[config.mk]
export PLATFORM = sky130hd
export DESIGN_NAME = sum_accumulator_flat
export DESIGN_NICKNAME = d
export VERILOG_FILES = /design/src/rtl/sum_accumulator_if.sv /design/src/rtl/sum_accumulator.sv /design/src/flat_wrapper.sv
export SDC_FILE = /design/constraint.sdc
export NUM_CORES = 1
export LEC_CHECK = 0
export BUFFER_PORTS_ARGS = -buffer_cell sky130_fd_sc_hd__buf_2
export CAP_MARGIN = 20
export CORE_MARGIN = 8
export CORE_UTILIZATION = 57
export CTS_BUF_LIST = sky130_fd_sc_hd__clkbuf_4 sky130_fd_sc_hd__clkbuf_8
export CTS_CLUSTER_DIAMETER = 40
export DETAILED_ROUTE_END_ITERATION = 12
export PLACE_DENSITY = 0.83
export REMOVE_ABC_BUFFERS = 1
export SLEW_MARGIN = 20
export SYNTH_ARGS = -nofsm -noshare
export SYNTH_HDL_FRONTEND = slang
export SYNTH_SLANG_ARGS = --single-unit
[constraint.sdc]
create_clock -name clk -period 3 [get_ports clk]
set_clock_uncertainty 0.1 [all_clocks]
set_input_delay 0.45 -clock clk [delete_from_list [all_inputs] [get_ports clk]]
set_output_delay 0.45 -clock clk [all_outputs]
set_load 0.1 [all_outputs]
[src/rtl/sum_accumulator_if.sv]
// -----------------------------------------------------------------------------
// sum_accumulator_if
// Groups the sample-input and byte-output handshakes of sum_accumulator.
//   sum_in/carry_in/in_valid/in_ready : 9-bit sample stream from the adder
//   out_data/out_valid/out_ready/out_last/out_ovf : 2-byte result stream
//   count : samples accepted in the current frame
// master : the side that produces samples and consumes result bytes
// slave  : the accumulator itself
// -----------------------------------------------------------------------------
interface sum_accumulator_if;
   logic [7:0] sum_in;
   logic       carry_in;
   logic       in_valid;
   logic       in_ready;
   logic [7:0] out_data;
   logic       out_valid;
   logic       out_ready;
   logic       out_last;
   logic       out_ovf;
   logic [7:0] count;

   modport master (
      output sum_in, carry_in, in_valid, out_ready,
      input  in_ready, out_data, out_valid, out_last, out_ovf, count
   );

   modport slave (
      input  sum_in, carry_in, in_valid, out_ready,
      output in_ready, out_data, out_valid, out_last, out_ovf, count
   );
endinterface

[src/rtl/sum_accumulator.sv]
// -----------------------------------------------------------------------------
// sum_accumulator
// Accumulates N_SAMPLES 9-bit adder results ({carry, sum}) into a 16-bit
// total, then streams the total out low byte first, high byte second.
// A sticky flag reports whether the 16-bit total wrapped within the frame.
// Ports:
//   clk   : single clock, rising edge
//   rst   : synchronous active-high reset (priority over clear)
//   clear : synchronous frame abort, same effect as rst
//   bus   : sample/result handshakes (see sum_accumulator_if)
// -----------------------------------------------------------------------------
module sum_accumulator #(
   parameter int N_SAMPLES = 4
) (
   input logic              clk,
   input logic              rst,
   input logic              clear,
   sum_accumulator_if.slave bus
);

   typedef enum logic [1:0] {
      ACCUM   = 2'b00,
      SEND_LO = 2'b01,
      SEND_HI = 2'b10
   } state_t;

   localparam logic [7:0] LAST_COUNT = 8'(N_SAMPLES - 1);

   state_t      state_r;
   state_t      state_s;
   logic [15:0] acc_r;
   logic [15:0] acc_s;
   logic        ovf_r;
   logic        ovf_s;
   logic [7:0]  count_r;
   logic [7:0]  count_s;
   logic [16:0] sum_s;

   logic        in_ready_s;
   logic        out_valid_s;
   logic [7:0]  out_data_s;
   logic        out_last_s;
   logic        out_ovf_s;

   // Output decode from registered state; rst/clear gate only in_ready so an
   // aborting cycle can never also accept a sample.
   always_comb begin
      in_ready_s  = 1'b0;
      out_valid_s = 1'b0;
      out_data_s  = 8'h00;
      out_last_s  = 1'b0;
      out_ovf_s   = 1'b0;
      case (state_r)
         ACCUM: begin
            in_ready_s = !rst && !clear;
         end
         SEND_LO: begin
            out_valid_s = 1'b1;
            out_data_s  = acc_r[7:0];
            out_ovf_s   = ovf_r;
         end
         SEND_HI: begin
            out_valid_s = 1'b1;
            out_data_s  = acc_r[15:8];
            out_last_s  = 1'b1;
            out_ovf_s   = ovf_r;
         end
         default: begin
            in_ready_s  = 1'b0;
            out_valid_s = 1'b0;
         end
      endcase
   end

   // 17-bit sum so the carry out of bit 15 feeds the sticky wrap flag.
   always_comb begin
      sum_s = {1'b0, acc_r} + {8'h00, bus.carry_in, bus.sum_in};
   end

   // Next-state and datapath update.
   always_comb begin
      state_s = state_r;
      acc_s   = acc_r;
      ovf_s   = ovf_r;
      count_s = count_r;
      case (state_r)
         ACCUM: begin
            if (bus.in_valid && in_ready_s) begin
               acc_s   = sum_s[15:0];
               ovf_s   = ovf_r | sum_s[16];
               count_s = count_r + 8'd1;
               if (count_r == LAST_COUNT) begin
                  state_s = SEND_LO;
               end else begin
                  state_s = ACCUM;
               end
            end else begin
               state_s = ACCUM;
            end
         end
         SEND_LO: begin
            if (bus.out_ready) begin
               state_s = SEND_HI;
            end else begin
               state_s = SEND_LO;
            end
         end
         SEND_HI: begin
            if (bus.out_ready) begin
               state_s = ACCUM;
               acc_s   = 16'h0000;
               ovf_s   = 1'b0;
               count_s = 8'h00;
            end else begin
               state_s = SEND_HI;
            end
         end
         default: begin
            // Unreachable encoding: recover to an empty frame.
            state_s = ACCUM;
            acc_s   = 16'h0000;
            ovf_s   = 1'b0;
            count_s = 8'h00;
         end
      endcase
   end

   // State and datapath registers; rst and clear both abort the frame.
   always_ff @(posedge clk) begin
      if (rst || clear) begin
         state_r <= ACCUM;
         acc_r   <= 16'h0000;
         ovf_r   <= 1'b0;
         count_r <= 8'h00;
      end else begin
         state_r <= state_s;
         acc_r   <= acc_s;
         ovf_r   <= ovf_s;
         count_r <= count_s;
      end
   end

   assign bus.in_ready  = in_ready_s;
   assign bus.out_valid = out_valid_s;
   assign bus.out_data  = out_data_s;
   assign bus.out_last  = out_last_s;
   assign bus.out_ovf   = out_ovf_s;
   assign bus.count     = count_r;

endmodule

[src/flat_wrapper.sv]
// flat-port wrapper written by rule: the top's interface ports become plain ports
module sum_accumulator_flat 
#(
   parameter int N_SAMPLES = 4
)
  (clk, rst, clear, bus_sum_in, bus_carry_in, bus_in_valid, bus_out_ready, bus_in_ready, bus_out_data, bus_out_valid, bus_out_last, bus_out_ovf, bus_count);
  sum_accumulator_if bus_i ();
  input logic clk;
  input logic rst;
  input logic clear;
  input wire logic [$bits(bus_i.sum_in)-1:0] bus_sum_in;
  input wire logic [$bits(bus_i.carry_in)-1:0] bus_carry_in;
  input wire logic [$bits(bus_i.in_valid)-1:0] bus_in_valid;
  input wire logic [$bits(bus_i.out_ready)-1:0] bus_out_ready;
  output wire logic [$bits(bus_i.in_ready)-1:0] bus_in_ready;
  output wire logic [$bits(bus_i.out_data)-1:0] bus_out_data;
  output wire logic [$bits(bus_i.out_valid)-1:0] bus_out_valid;
  output wire logic [$bits(bus_i.out_last)-1:0] bus_out_last;
  output wire logic [$bits(bus_i.out_ovf)-1:0] bus_out_ovf;
  output wire logic [$bits(bus_i.count)-1:0] bus_count;
  assign bus_i.sum_in = bus_sum_in;
  assign bus_i.carry_in = bus_carry_in;
  assign bus_i.in_valid = bus_in_valid;
  assign bus_i.out_ready = bus_out_ready;
  assign bus_in_ready = bus_i.in_ready;
  assign bus_out_data = bus_i.out_data;
  assign bus_out_valid = bus_i.out_valid;
  assign bus_out_last = bus_i.out_last;
  assign bus_out_ovf = bus_i.out_ovf;
  assign bus_count = bus_i.count;
  sum_accumulator #(.N_SAMPLES(N_SAMPLES)) u_core (.clk(clk), .rst(rst), .clear(clear), .bus(bus_i));
endmodule
* After elaboration in Yosys (flattened, before gate mapping)
Index checks and enable logic that the tools add are counted.
Cells by class: add/sub/neg operators 2, mux-type cells 19, bitwise logic cells 2, eq/ne operators 5, reduce and logical (&&, ||, !) cells 8
Operators by type and width (count):
- $pmux W16 S3 | 1
- $mux W16 | 2
- $pmux W8 S3 | 1
- $add A16 B9 Y17 | 1
- $mux W8 | 2
- $pmux W8 S2 | 1
- $add A8 B1 Y8 const B | 1
- $eq A8 B2 Y1 const B | 1
- $mux W1 | 8
- $pmux W2 S3 | 1
- $mux W2 | 2
- $pmux W1 S3 | 1
- $reduce_and A3 Y1 | 1
- $eq A2 B1 Y1 const B | 1
- $eq A2 B2 Y1 const B | 1
- $logic_and A1 B1 Y1 | 2
- $logic_not A1 Y1 | 2
- $logic_not A2 Y1 | 1
- $ne A2 B1 Y1 const B | 1
- $ne A2 B2 Y1 const B | 1
- $reduce_or A2 Y1 | 1
- $logic_or A1 B1 Y1 | 1
- $not A1 Y1 | 1
- $or A1 B1 Y1 | 1
Storage, ports and cells: output and inout bits 20, flip-flop bits (word level) 27

* Depth between registers and ports, before layout
Gate-level depths: netlist (run 1).
depth after elaboration 6, gate-level depth with buffers 9, mapped depth without buffers 8

* Worst setup path after synthesis (run 1)
No wires, ideal clock.
path type register -> output, start register u_core.state_r[0], end output port bus_out_data[0], stages on the path, launching flop included 6, setup slack -494 ps, arrival 2944 ps, path through dfxtp_1 inv_1 ha_1 buf_2 a22oi_1 nor2b_1
On the way: word-level cells in the longest chain between the ends 2, elaborated cells between the ends (all ways) 3, those cells by class 2 x eq/ne; 1 x mux
Ends and longest elaborated chain:
- start, declared | line sum_accumulator.sv:29 | state_t state_r;
- start signal, assigned | line sum_accumulator.sv:136 | state_r <= state_s;
- $eq A2 B2 Y1 or $eq A2 B1 Y1 (tied branches) | line sum_accumulator.sv:53 | case (state_r)
- $pmux W8 S2 (*) | line sum_accumulator.sv:53
- end, declared | line flat_wrapper.sv:16 | output wire logic [$bits(bus_i.out_data)-1:0] bus_out_data;
Every way passes the cells marked *; elsewhere a longest branch is shown, timed or not.

* Worst setup path in the final report (run 1)
start register u_core.state_r[1], end output port bus_out_data[3]
Same word-level chain as after synthesis.

==> impl_metrics.ini, run 1 <==
[drt]
ant_nets = 0
drtIter0Drc = 180
drc = 0
wirelength_um = 4118
wire_per_inst_um = 14.97
num_vias = 1694
dr.pass1.iters = 4
viasPerCell = 6.160

[critical_path]
critical_path_class = reg2out
cp.required_ns = 2.45
start_kind = register
cp-end-kind = output port
critPathMaxFanout = 13
cp-startpoint = u_core.state_r[1]
worstReg2RegStart = u_core.acc_r[0]
cp.arrival_ns = 2.03

[finish]
multi_input_area_um2 = 1135
regArea_um2 = 540.5
antenna_cells = 0
layout-drive-gt1-share = 0.1860
fin_nets = 272
instances_no_fill = 275
fill_cells = 263
syn2layout_area_growth_pct = 13.76

[logic_synthesis]
seq_area_frac_synth = 0.3112
netlist_instances = 206
synth_area_leader_cell = dfxtp_1
synth-edff-count = 0
ys_warn_count = 0
synth_most_common_cell = dfxtp_1
ys_types = 41
synthArstFlopShare = 0
synth_top_area_frac = 0.3112
syn_area_um2 = 1737
synth_ff_type = dfxtp_1
synthTopCellsByArea = dfxtp_1 (31%), ha_1 (10%), a21oi_1 (5.5%)
avgSynthCellArea_um2 = 8.430
ys_ff_latch = 27
netlist_top_cells_count = dfxtp_1 (27), a21oi_1 (19), nand2_1 (18), ha_1 (14), o21ai_0 (13)

[clock_network]
numCtsBuffers = 3
cts-root-buf = clkbuf_4
post-cts-setup-buffers = 0
ctsHoldBuffers = 0
cts_tree = built
post_cts_resized = 0
clkLatencyLatePin_ns = 0.34
clock-sinks = 27
clockBufferDepth = 2
cts.clk_slew.worst_paths_ns = 0.14
htreeDepth = 1

[floorplanning]
die_y_um = 71.20
pin_count = 34
die_area_um2 = 5069
start_util = 0.5832
core_um2 = 2978
row_count = 20
die_w_um = 71.20

[sta]
layout_min_cycle_time_ns = 2.582
setup-violations-final = 0
hold_slack_ns = 0.2868
final.period_utilization = 0.8607
slew-limit-headroom = 0.6026
hold_viol = 0
finalSetupTns_ns = 0
fmax_ghz = 0.3873
slew_violations = 0
worst_slew_pin_slew_ns = 0.5955
rsz0062_at_grt = no

[power]
max-vdd-ir-drop_uv = 186.5
power_density_nw_per_um2 = 318.1
p_leak_nw = 0.8242

[grt]
grt_pass1_wl_um = 7189
grt_use_total = 0.1681
grt_max_degree = 17
grt_overflow = 0
first_global_vias = 1626
antenna_found_initial = 0

[worst_hold_path]
hp-class = in2reg
worstHoldStart = bus_out_ready

[outcome]
outcome = finished, final reports clean

[place]
place.port_buffers = 33
dpl.cell_count = 271
dp_hpwl_um = 3152
gp_congestion = 0.8039

[flow_run]
maxCapViolCount = 0
where the power goes:
part           switching, mW  internal [mW]  leakage [nW]
clock                  0.113         0.0511        0.0139
sequential           0.00582          0.365         0.218
combinational         0.0571         0.0363         0.592
per-stage QoR:
step	setup slack (ns)	utilization	total power [mW]	area, um^2
4_1_cts	0.4817	0.6634	0.6316	1976
2_1_floorplan	-0.4462	-	0.4414	1709
3_3_place_gp	0.4466	0.6534	0.4688	1946
6_report	0.4179	0.6634	0.6284	1976
3_5_place_dp	0.3550	0.6534	0.4704	1946
5_1_grt	0.3085	0.6634	0.6670	1976
worst max-delay path, stage by stage (launching register included):
cell and delay, ns:
dfxtp_1 0.35, inv_1 0.08, ha_1 0.49, a22oi_1 0.13
nor2b_1 0.20, buf_2 0.46
flip-flops by register name, indices dropped and copies added (netlist names):
signal	count
u_core.state_r	2
u_core.acc_r	16
u_core.ovf_r	1
u_core.bus.count	8
cell families after synthesis:
logic type	Yosys count	share of synthesized area
mux	2	0.01153
xor+xnor	9	0.04539
compound gates	67	0.2680
fa+ha+maj	15	0.1124
simple gates	72	0.2161
buf+inv	14	0.03530
flops	27	0.3112
path summary, 6_finish.rpt:
path	to	slack [ns]	depth (start not counted)
worst min register to register	u_core.ovf_r	0.39	1
worst min-delay path	u_core.state_r[1]	0.29	3
worst max-delay path	bus_out_data[3]	0.42	5
worst max register to register	u_core.acc_r[10]	0.50	8
final cells by class:
cell class / instances / share of cell area
multi-input cells: 165 / 0.5744
well taps: 33 / 0.02090
inverters: 9 / 0.01710
flip-flops and latches: 27 / 0.2736
clock buffers: 3 / 0.01140
clock inverters: 1 / 0.003800
repair buffers: 37 / 0.09880
layer usage:
metal	global-route usage	share of wire
met3	0.03955	0.075
met1	0.2219	0.46
met4	0.05081	0.011
met2	0.2612	0.46
met5	0	0
placed cells by master, fill, tap and decap left out, types with 2 or more instances in the layout:
cell type | synthesis | routed
and2_1 | 3 | 3
xor2_1 | 9 | 9
or2_2 | 2 | 2
nand3_1 | 6 | 6
mux2i_1 | 2 | 2
ha_1 | 14 | 14
o21ai_0 | 13 | 13
a211oi_1 | 3 | 3
nand4_1 | 8 | 8
a21o_1 | 4 | 4
nor3_1 | 3 | 3
dfxtp_1 | 27 | 27
nor2_1 | 10 | 10
nand2b_1 | 5 | 5
buf_2 | 1 | 33
a2111o_1 | 5 | 5
a21oi_1 | 19 | 19
a22o_1 | 2 | 2
nand2_1 | 18 | 18
buf_4 | 0 | 4
o211ai_1 | 2 | 2
clkbuf_4 | 0 | 3
a22oi_1 | 8 | 8
and3_1 | 4 | 4
inv_1 | 9 | 9
nor2b_1 | 10 | 10
(Power assumes the default switching activity.)
==> inputs of run 2 (changes only) <==
==> constraint.sdc (replaced) <==
create_clock -name clk -period 3 [get_ports clk]
set_clock_uncertainty 0.1 [all_clocks]
set_input_delay 0.15 -clock clk [delete_from_list [all_inputs] [get_ports clk]]
set_output_delay 0.15 -clock clk [all_outputs]
set_load 0.1 [all_outputs]
==> run 2 against run 1 <==
Utilization increased by 0.34 points; final cell count is 0.36% higher; sequential power hardly changed; critical endpoint is now u_core.acc_r[10]; routed wire length is 0.19% higher.
==> impl_metrics.ini, run 2 (synthesis results as in run 1) <==
[finish]
regArea_um2 = 540.5
antenna_cells = 0
fin_nets = 273
multi_input_area_um2 = 1135
final_common_cell = buf_2
regMostFlops = u_core.acc_r
final_cell_mix = buf_2 (33), dfxtp_1 (27), a21oi_1 (19)
syn2layout_area_growth_pct = 14.34
fill_cells = 265
instances_no_fill = 276
layout-drive-gt1-share = 0.1852
fin_area_um2 = 1986
largest_reg_flops = 16

[drt]
dr.pass1.iters = 4
num_vias = 1658
viasPerCell = 6.007
drtIter0Drc = 144
wirelength_um = 4126
wire_per_inst_um = 14.95
drc = 0
ant_nets = 0

[clock_network]
cts.clk_slew.worst_paths_ns = 0.14
cts-root-buf = clkbuf_4
cts_tree = built
htreeDepth = 1
clock-sinks = 27
post-cts-setup-buffers = 0
clkLatencyLatePin_ns = 0.33
clockBufferDepth = 2
numCtsBuffers = 3

[sta]
slew-limit-headroom = 0.6285
finalSetupTns_ns = 0
setup_slack_ns = 0.5392
worst_slew_pin_slew_ns = 0.5567
setup-violations-final = 0
hold_viol = 0
rsz0062_at_grt = no
slew_violations = 0
fmax_ghz = 0.4064
final.period_utilization = 0.8203
layout_min_cycle_time_ns = 2.461

[worst_hold_path]
hp-class = in2reg
holdPathStages = 3

[power]
comb_power_share = 0.149
power_density_nw_per_um2 = 320.9
p_switching_mw = 0.1740
p_leak_nw = 0.8328
internal_power_mw = 0.4633
p_sw_frac = 0.2730
p_clk_frac = 0.270
max-vdd-ir-drop_uv = 241.1
pwr-share-seq = 0.581

[critical_path]
start_kind = register
critical_path_class = reg2reg
r2r_cells = 8
cp-startpoint = u_core.acc_r[0]
cp.arrival_ns = 2.63
crit_end = u_core.acc_r[10]
r2r_slack_ns = 0.54
r2r_end = u_core.acc_r[10]
cp.required_ns = 3.17
path_cells = ha_1, inv_1, fa_1, nand2b_1, a21oi_1, o2111ai_1, a2111o_1, o21ai_0
worstReg2RegStart = u_core.acc_r[0]
cp_slowest_stage_delay_ns = 0.46
slowest_stage = a2111o_1
critPathMaxFanout = 7
critical-path-top-delay-family = compound AO/OA/AOI/OAI gates
cp.depth = 8
cp-end-kind = register
path_buf_inv = 1

[floorplanning]
die_y_um = 71.20
die_w_um = 71.20
start_util = 0.5832
core_um2 = 2978
die_area_um2 = 5069
pin_count = 34
row_count = 20

[place]
place.port_buffers = 33
gp_congestion = 0.8569
dpl.cell_count = 271
dpl-instance-area_um2 = 1946
pre_cts_ws_ns = 0.5805
dp_hpwl_um = 3155

[grt]
first_global_vias = 1582
antenna_found_initial = 0
grt_pass1_wl_um = 7100
grt_use_total = 0.1691
grt_overflow = 0
grt_max_degree = 15

[flow_run]
maxCapViolCount = 0

[outcome]
outcome = finished, final reports clean
## run 2: cell types whose count changed in the layout (fill, tap and decap cells not counted), sizes merged
cell	previous run	this run
dlygate4sd3	0	1
clkinvlp	1	0
clkbuf	3	4
## run 2: timing repair
item,4_1_cts,5_1_grt
endpoints found under the hold margin,1,0
hold buffers,1,0
resized for setup,0,0
## run 2: final cells by class
cell class,instances,area share
Multi-Input combinational cell,165,0.5715
Sequential cell,27,0.2722
Timing Repair Buffer,38,0.1033
Tap cell,33,0.02079
Inverter,9,0.01701
Clock buffer,4,0.01512
## run 2: worst min path at each step
stage,start,end,slack [ns]
floorplan,bus_out_ready,u_core.state_r[1],0.19
global placement,bus_out_ready,u_core.state_r[1],0.32
detailed placement,bus_out_ready,u_core.state_r[1],0.32
CTS,bus_sum_in[0],u_core.acc_r[0],0.06
global route,bus_sum_in[0],u_core.acc_r[0],0.07
finish,bus_sum_in[0],u_core.acc_r[0],0.07
## run 2: power by group through the flow
stage	clock network [mW]	logic [mW]	registers [mW]
final	0.172	0.0949	0.370
after global routing	0.195	0.104	0.371
after CTS	0.179	0.0943	0.370
after detailed placement	0	0.0926	0.378
after global placement	0	0.0911	0.378
after floorplan	0	0.0622	0.379
## run 2: through the flow
| step | total power [mW] | hold slack [ns] | utilization |
|---|---|---|---|
| finish | 0.6372 | 0.06584 | 0.6668 |
| global route | 0.6701 | 0.06678 | 0.6668 |
| CTS | 0.6431 | 0.05957 | 0.6668 |
| detailed placement | 0.4705 | 0.3154 | 0.6534 |
| global placement | 0.4688 | 0.3153 | 0.6534 |
| floorplan | 0.4414 | 0.1947 | - |
## run 2: worst register-to-register path, delay by kind of cell, from the launching register on
| family | cells | cell delay [ns] |
|---|---|---|
| flops | 1 | 0.38 |
| buf+inv | 1 | 0.06 |
| simple gates | 1 | 0.18 |
| fa+ha+maj | 2 | 0.57 |
| compound gates | 4 | 1.11 |
## run 2: metal layers
layer / up-vias / track usage / share of wire
li1: 837 / - / -
met1: 764 / 0.2054 / 0.45
met2: 50 / 0.2745 / 0.46
met3: 7 / 0.04944 / 0.076
met4: 0 / 0.06005 / 0.011
met5: - / 0 / 0
